**src/rtl/core_pkg.sv**
```systemverilog
// Shared core definitions: PC-select encoding, sequencer states and reset/trap defaults.
package core_pkg;

    localparam logic [1:0] PCSEL_SEQ    = 2'b00;
    localparam logic [1:0] PCSEL_BRANCH = 2'b01;
    localparam logic [1:0] PCSEL_JUMP   = 2'b10;
    localparam logic [1:0] PCSEL_JALR   = 2'b11;

    typedef enum logic [1:0] {
        ST_BOOT    = 2'b00,
        ST_RUN     = 2'b01,
        ST_PENDING = 2'b10,
        ST_HALT    = 2'b11
    } pc_state_e;

    localparam logic [31:0] DEFAULT_RESET_PC = 32'h0000_0000;
    localparam logic [31:0] DEFAULT_TRAP_VEC = 32'h0000_0100;

endpackage

```
**src/rtl/pc_redirect_arb.sv**
```systemverilog
// Combinational redirect arbiter: branch > jump > jalr, jalr bit0 clear,
// misalignment detection and next-PC / mux-select generation.
module pc_redirect_arb
    import core_pkg::*;
#(
    parameter int              XLEN     = 32,
    parameter logic [XLEN-1:0] TRAP_VEC = DEFAULT_TRAP_VEC,
    parameter int              IALIGN   = 4
) (
    input  logic            branch,
    input  logic [XLEN-1:0] branch_target,
    input  logic            jump,
    input  logic [XLEN-1:0] jump_target,
    input  logic            jalr,
    input  logic [XLEN-1:0] jalr_target,
    output logic            redirect,
    output logic [1:0]      sel,
    output logic [XLEN-1:0] eff_target,
    output logic            misalign,
    output logic [XLEN-1:0] next_pc
);

    localparam logic [XLEN-1:0] ALIGN_MASK = XLEN'(IALIGN - 1);

    always_comb begin
        redirect   = branch | jump | jalr;
        sel        = PCSEL_SEQ;
        eff_target = '0;
        if (branch) begin
            sel        = PCSEL_BRANCH;
            eff_target = branch_target;
        end else if (jump) begin
            sel        = PCSEL_JUMP;
            eff_target = jump_target;
        end else if (jalr) begin
            sel        = PCSEL_JALR;
            eff_target = {jalr_target[XLEN-1:1], 1'b0};
        end
        misalign = redirect && ((eff_target & ALIGN_MASK) != '0);
        next_pc  = misalign ? TRAP_VEC : eff_target;
    end

endmodule

```
**src/rtl/pc_sequencer.sv**
```systemverilog
// Next-PC unit: owns the fetch PC register, arbitrates EXE redirects, buffers a
// redirect that lands during a fetch stall, traps misaligned targets and supports halt.
module pc_sequencer
    import core_pkg::*;
#(
    parameter int              XLEN     = 32,
    parameter logic [XLEN-1:0] RESET_PC = DEFAULT_RESET_PC,
    parameter logic [XLEN-1:0] TRAP_VEC = DEFAULT_TRAP_VEC,
    parameter int              IALIGN   = 4
) (
    input  logic            clk,
    input  logic            reset,
    input  logic            stall,
    input  logic            halt,
    input  logic            branch,
    input  logic [XLEN-1:0] branch_target,
    input  logic            jump,
    input  logic [XLEN-1:0] jump_target,
    input  logic            jalr,
    input  logic [XLEN-1:0] jalr_target,
    output logic [XLEN-1:0] pc,
    output logic            pc_valid,
    output logic [1:0]      pc_mux_select,
    output logic            flush,
    output logic            misalign_trap,
    output logic [XLEN-1:0] bad_addr
);

    pc_state_e       state_q, state_d;
    logic [XLEN-1:0] pc_q, pc_d;
    logic [XLEN-1:0] pend_q, pend_d;
    logic            trap_q, trap_d;
    logic [XLEN-1:0] bad_q, bad_d;

    logic            redirect;
    logic [1:0]      sel;
    logic [XLEN-1:0] eff_target;
    logic            misalign;
    logic [XLEN-1:0] next_pc;

    pc_redirect_arb #(
        .XLEN     (XLEN),
        .TRAP_VEC (TRAP_VEC),
        .IALIGN   (IALIGN)
    ) u_arb (
        .branch        (branch),
        .branch_target (branch_target),
        .jump          (jump),
        .jump_target   (jump_target),
        .jalr          (jalr),
        .jalr_target   (jalr_target),
        .redirect      (redirect),
        .sel           (sel),
        .eff_target    (eff_target),
        .misalign      (misalign),
        .next_pc       (next_pc)
    );

    always_comb begin
        state_d       = state_q;
        pc_d          = pc_q;
        pend_d        = pend_q;
        trap_d        = 1'b0;
        bad_d         = bad_q;
        flush         = 1'b0;
        pc_mux_select = PCSEL_SEQ;
        case (state_q)
            ST_BOOT: state_d = ST_RUN;
            ST_RUN: begin
                // Redirect still kills the IF instruction even when halt wins.
                flush         = redirect;
                pc_mux_select = sel;
                if (halt) begin
                    state_d = ST_HALT;
                    pend_d  = '0;
                end else if (redirect) begin
                    trap_d = misalign;
                    if (misalign) bad_d = eff_target;
                    if (stall) begin
                        pend_d  = next_pc;
                        state_d = ST_PENDING;
                    end else begin
                        pc_d = next_pc;
                    end
                end else if (!stall) begin
                    pc_d = pc_q + XLEN'(IALIGN);
                end
            end
            ST_PENDING: begin
                if (halt) begin
                    state_d = ST_HALT;
                    pend_d  = '0;
                end else if (!stall) begin
                    pc_d    = pend_q;
                    state_d = ST_RUN;
                end
            end
            ST_HALT: state_d = ST_HALT;
            default: state_d = ST_BOOT;
        endcase
    end

    always_ff @(posedge clk) begin
        if (reset) begin
            state_q <= ST_BOOT;
            pc_q    <= RESET_PC;
            pend_q  <= '0;
            trap_q  <= 1'b0;
            bad_q   <= '0;
        end else begin
            state_q <= state_d;
            pc_q    <= pc_d;
            pend_q  <= pend_d;
            trap_q  <= trap_d;
            bad_q   <= bad_d;
        end
    end

    assign pc            = pc_q;
    assign pc_valid      = (state_q == ST_RUN) || (state_q == ST_PENDING);
    assign misalign_trap = trap_q;
    assign bad_addr      = bad_q;

endmodule

```
**config.mk**
```make
export PLATFORM = sky130hd
export DESIGN_NAME = pc_sequencer
export DESIGN_NICKNAME = d
export VERILOG_FILES = /design/src/rtl/core_pkg.sv /design/src/rtl/pc_redirect_arb.sv /design/src/rtl/pc_sequencer.sv
export SDC_FILE = /design/constraint.sdc
export NUM_CORES = 1
export LEC_CHECK = 0
export ABC_CLOCK_PERIOD_IN_PS = 5200
export CAP_MARGIN = 20
export CORE_UTILIZATION = 27
export CTS_CLUSTER_DIAMETER = 120
export DETAILED_ROUTE_END_ITERATION = 12
export GPL_TIMING_DRIVEN = 0
export PLACE_DENSITY = 0.59
export SLEW_MARGIN = 20
export SYNTH_ARGS = -nofsm -noshare
export SYNTH_HDL_FRONTEND = slang
export SYNTH_SLANG_ARGS = --single-unit
```
**constraint.sdc**
```tcl
create_clock -name clk -period 5.2 [get_ports clk]
set_input_delay 1.04 -clock clk [delete_from_list [all_inputs] [get_ports clk]]
set_output_delay 1.04 -clock clk [all_outputs]
set_load 0.1 [all_outputs]
```
Word-level counts from Yosys, hierarchy flattened
Index checks and enable logic that the tools add are counted.
Storage, ports and cells
  register bits after elaboration: 99
  input bits: 103
  output and inout bits: 69
Operators by class
  $add $sub $neg: 1
  eq/ne operators: 11
  mux-type cells: 27
  bitwise operators: 5
  reductions and logical operators: 10
Operators by type and width (count)
  two-way mux 32 bit: 14
  case mux 32 bit (2 select lines): 2
  adder 32 x 3 -> 32 bit (second input constant): 1
  nonzero test 32 bit: 1
  two-way mux 2 bit: 9
  inequality test 2 bit (second input constant): 5
  inequality test 3 bit (second input constant): 3
  case mux 2 bit (4 select lines): 1
  AND reduction 4 bit: 2
  AND reduction 5 bit: 1
  equality test 2 bit (second input constant): 2
  OR reduction 4 bit: 1
  inverter 1 bit: 3
  AND reduction 3 bit: 1
  equality test 2 x 1 -> 1 bit (second input constant): 1
  zero test 2 bit: 1
  OR 1 bit: 2
  nonzero test 2 bit: 1
  logical AND 1 bit: 1
  logical OR 1 bit: 1
  two-way mux 1 bit: 1

Logic depth before layout (Yosys ltp)
  depth in word-level cells: 10
  gate-level depth with buffers: 9

Modules after synthesis
Synthesis repeated with hierarchy kept, for this count alone.
Second synthesis, totals
  cell total of the unflattened synthesis: 781
  area total of the unflattened synthesis: 5994.5 um^2
By module, submodules not included
  pc_sequencer: times used 1, cells an instance 620, area each 4692.0 um^2
  pc_redirect_arb: times used 1, cells an instance 161, area each 1302.5 um^2

Least setup slack after synthesis
Ideal clock, no wire load.
  kind: input to output
  from: in branch
  to: out pc_mux_select[0]
  data arrival time: 2.607 ns
  setup slack: 1.553 ns
  stages: 5
  path buffers: 4
  cells stage by stage: buf_2 buf_2 buf_2 buf_1 o21a_1
On the way
  longest elaborated chain between the ends: 2
RTL lines
  start: declaration: RTL line pc_sequencer.sv:15  | input logic branch,
  two-way mux 2 bit: RTL line pc_redirect_arb.sv:29  | if (branch) begin
  two-way mux 2 bit: RTL line pc_sequencer.sv:67  | case (state_q)
  end: declaration: RTL line pc_sequencer.sv:23  | output logic [1:0] pc_mux_select,
Every way passes these cells.

Worst setup path in the final report
  from: in jump
  to: out pc_mux_select[1]
On the way
  longest elaborated chain between the ends: 3
RTL lines
  start: declaration: RTL line pc_sequencer.sv:17  | input logic jump,
  two-way mux 2 bit: RTL line pc_redirect_arb.sv:32  | end else if (jump) begin
  two-way mux 2 bit: RTL line pc_redirect_arb.sv:29
  two-way mux 2 bit: RTL line pc_sequencer.sv:67
Every way passes these cells.

==> tab_implementation.tex <==
\begin{tabular}{lr}
\hline
Metric & Value \\
\hline
\multicolumn{2}{l}{\textbf{Floorplan}} \\
Die height & 144.8 um \\
Initial standard-cell utilization of the core & 0.2793 \\
Area enclosed by the die boundary & $\sim$21,000 sq um \\
I/O pin total & 172 \\
Placeable core area & 19,720 sq um \\
Die X & 144.8 um \\
\# rows & 51 \\
\multicolumn{2}{l}{\textbf{Cells and area}} \\
Most common cell after layout, fill and taps aside & sky130\_fd\_sc\_hd\_\_clkdlybuf4s50\_1 \\
Leading cell types in the layout, fill and taps excluded & 168 x sky130\_fd\_sc\_hd\_\_clkdlybuf4s50\_1, 115 x sky130\_fd\_sc\_hd\_\_nand2\_1, 99 x sky130\_fd\_sc\_hd\_\_dfxtp\_1, 71 x sky130\_fd\_sc\_hd\_\_a21oi\_1, 60 x sky130\_fd\_sc\_hd\_\_nor2\_1 \\
Count of placed standard cells in the final layout, fillers left out & 1,173 \\
Utilization of the core after routing & 0.3968 \\
Total number of nets in the final design & a little over 1,000 \\
Fraction of final layout cells with drive strength greater than 1 & 0.05947 \\
Final antenna diode count & 0 \\
Area overhead of the layout relative to synthesis & 42.05\% \\
Filler cell count in the final layout & 2,081 \\
\multicolumn{2}{l}{\textbf{Yosys}} \\
Seq/Total Area, Yosys & 0.3598 \\
Instance count of the mapped netlist & a little over 700 \\
Cell area after synthesis & 5508 sq um \\
Synthesis warning total & 0 \\
Average size of a mapped cell & 7.607 sq um \\
Dominant synthesized flop cell & sky130\_fd\_sc\_hd\_\_dfxtp\_1 \\
Async set or reset register ratio after synthesis & 0 \\
Number of enable-type register cells in the synthesized netlist & 0 \\
Number of distinct standard cells referenced by the synthesized netlist & 72 \\
Net count of the mapped netlist & 832 \\
Post-synthesis register bit count & 99 \\
\multicolumn{2}{l}{\textbf{Setup path}} \\
Critical path required time & 4.16 ns \\
Critical path start-end classification & primary input to output port \\
Worst R2R Start & state\_q[0] \\
Worst R2R End & pc[11] \\
Crit path DAT & 3.61 ns \\
Highest net fanout along the worst path & 10 \\
Worst setup SP type & primary input \\
Cell depth of the worst flop-to-flop path & 7 \\
FF-to-FF setup slack & about 2.2 ns \\
Sort of element at the end of the critical path & output port \\
\multicolumn{2}{l}{\textbf{STA}} \\
Shortest period the worst path allows & 4.650 ns \\
Relative max-transition margin & 0.3039 \\
Worst slew pin tran & 1.037 ns \\
Count of pins over their slew limit & 0 \\
Total Negative Setup Slacks & 0 ns \\
Setup Skew & $\sim$0.0095 ns \\
Share of the clock period used by the worst path after layout & 0.8942 \\
Fin. Hold Viols & 0 \\
Achievable clock frequency & 0.2151 GHz \\
Unrepaired setup endpoints after global routing & no \\
Worst hold slack & 0.4540 ns \\
Final setup vio count & 0 \\
\multicolumn{2}{l}{\textbf{Min path}} \\
Class of the tightest hold or removal check & flip-flop to flip-flop \\
Min-Delay Endpoint & bad\_addr[16] \\
Worst Hold Depth & 2 \\
Hold Startpoint & bad\_addr[16] \\
\multicolumn{2}{l}{\textbf{Global route}} \\
Via count of the first global-routing pass & just under 6,000 \\
Antenna violations before repair & 0 \\
Wire length of the first global-routing pass & 36,060 um \\
Pin count of the biggest net entering global routing & 21 \\
Leftover overflow at the end of global routing & 0 \\
GRT Resource Usage Total & 0.2326 \\
\multicolumn{2}{l}{\textbf{Detailed routing}} \\
Number of routed nets with antenna violations & 0 \\
Routed length per placed instance & 20.51 um \\
Via count & 6,417 \\
First-pass iteration count of the detailed router & 8 \\
First-iteration detailed-routing DRC count & $\sim$660 \\
WL final & 24,060 um \\
DRC violations left & 0 \\
Post-DR vias/cell & 5.471 \\
\multicolumn{2}{l}{\textbf{CTS}} \\
Level count of the clock H-tree & 3 \\
Worst-skew pair later-pin latency & 0.37 ns \\
Clock-pin slew of the registers on the worst-case setup and hold paths & 0.08 ns \\
Clock Sinks & 99 \\
Count of cells resized by post-cts repair & 0 \\
Hold buffer count at CTS & 0 \\
TritonCTS buffer count & 9 \\
Maximum count of clock buffers along a single path & 2 \\
Root buffer cell & sky130\_fd\_sc\_hd\_\_clkbuf\_16 \\
Postcts setup bufs & 0 \\
TritonCTS clock tree & yes \\
\multicolumn{2}{l}{\textbf{Power}} \\
Standby leakage power & 2.569 nW \\
Peak supply drop & 0.1794 mV \\
Pwr per Cell Area & 351.4 nW/um\^{}2 \\
\multicolumn{2}{l}{\textbf{Place}} \\
Number of I/O port buffers & approximately 170 \\
Placed cell count & 1,157 \\
Estimated wirelength of the detail-placed design & 18,720 um \\
Last weighted congestion value of the routability-driven placer & $\sim$0.9 \\
\multicolumn{2}{l}{\textbf{Run status}} \\
Result of the run & finished clean \\
\multicolumn{2}{l}{\textbf{Flow run}} \\
Max-cap viol count & 0 \\
\hline
\end{tabular}
[state kept, by name (all words and copies together), names as in the netlist]
register,flops
misalign_trap,1
bad_addr,32
pc,32
pend_q,32
state_q,2
[report_power, final]
part / leakage [nW] / switching [mW] / internal, mW
Clock: 0.146 / 0.350 / 0.344
Combinational: 1.62 / 0.861 / 0.320
Sequential: 0.801 / 0.0618 / 0.813
[Yosys cell counts, drive strengths merged, types with 4 or more instances]
| cell type | number | area [sq um] |
|---|---|---|
| a2111oi | 4 | 35.03 |
| a211oi | 10 | 80.07 |
| a21oi | 71 | 355.3 |
| a221oi | 14 | 128.9 |
| a22oi | 51 | 387.9 |
| a31oi | 6 | 37.54 |
| and2 | 4 | 25.02 |
| and3 | 6 | 37.54 |
| and4 | 5 | 43.79 |
| buf | 31 | 165.2 |
| clkbuf | 35 | 133.9 |
| dfxtp | 99 | 1982 |
| ha | 5 | 62.56 |
| inv | 21 | 78.83 |
| nand2 | 115 | 431.7 |
| nand2b | 4 | 25.02 |
| nand3 | 15 | 75.07 |
| nand3b | 9 | 67.56 |
| nand4 | 7 | 43.79 |
| nor2 | 61 | 231.5 |
| nor2b | 4 | 25.02 |
| nor3 | 11 | 60.06 |
| nor4 | 10 | 68.81 |
| o21ai | 37 | 185.2 |
| o22ai | 4 | 25.02 |
| o31ai | 6 | 45.04 |
| o32ai | 7 | 61.31 |
| or3 | 8 | 50.05 |
| or4 | 4 | 33.78 |
| xnor2 | 4 | 35.03 |
[cells by family (layout without fill, tap and decap cells)]
| family | count (synthesis) | after routing | share of synthesized area |
|---|---|---|---|
| fa+ha+maj | 5 | 5 | 0.01136 |
| buf+inv | 87 | 271 | 0.06861 |
| compound gates | 250 | 250 | 0.3083 |
| xor+xnor | 7 | 7 | 0.01113 |
| mux | 3 | 3 | 0.005679 |
| flops | 99 | 99 | 0.3598 |
| simple gates | 273 | 273 | 0.2351 |
[critical path: stages]
cell and delay (ns):
sky130_fd_sc_hd__clkdlybuf4s50_1 0.64, sky130_fd_sc_hd__buf_6 0.19, sky130_fd_sc_hd__clkbuf_1 0.39, sky130_fd_sc_hd__o211a_1 0.19, sky130_fd_sc_hd__clkdlybuf4s50_1 1.14
[per-stage QoR]
| step | worst slack (ns) | instance area [sq um] | power [mW] |
|---|---|---|---|
| after global placement | 0.5450 | 7521 | 2.061 |
| after floorplan | 1.553 | 5508 | 1.670 |
| after CTS | 0.5489 | 7824 | 2.748 |
| after global routing | 0.4614 | 7824 | 2.855 |
| final | 0.5502 | 7824 | 2.749 |
| after detailed placement | 0.5501 | 7521 | 2.060 |
[layer usage]
layer | routed length [um] | GRT usage | vias up
met4 | 494 | 0.06482 | 0
met5 | 0 | 0 | -
met1 | 10420 | 0.3137 | 2980
met3 | 2387 | 0.05627 | 39
li1 | - | - | 3030
met2 | 10760 | 0.3666 | 368
[how the worst max path moves through the flow]
stage                      start          endpoint  slack (ns)
after floorplan           branch  pc_mux_select[0]        1.55
after global placement      jump  pc_mux_select[1]        0.55
after detailed placement    jump  pc_mux_select[1]        0.55
after CTS                   jump  pc_mux_select[1]        0.55
after global routing        jump  pc_mux_select[1]        0.46
final                       jump  pc_mux_select[1]        0.55
[final cells by class]
class                           instances  area (sq um)  share of cell area
Timing Repair Buffer                  168          1682              0.2149
Inverter                               21         78.83             0.01008
Sequential cell                        99          1982              0.2533
Clock buffer                            9         225.2             0.02879
Clock inverter                          7         77.57            0.009915
Tap cell                              265         331.6             0.04238
Multi-Input combinational cell        538          3148              0.4024
Buffer                                 66         299.0             0.03822
Note: power is estimated with default switching activity, not from simulation.
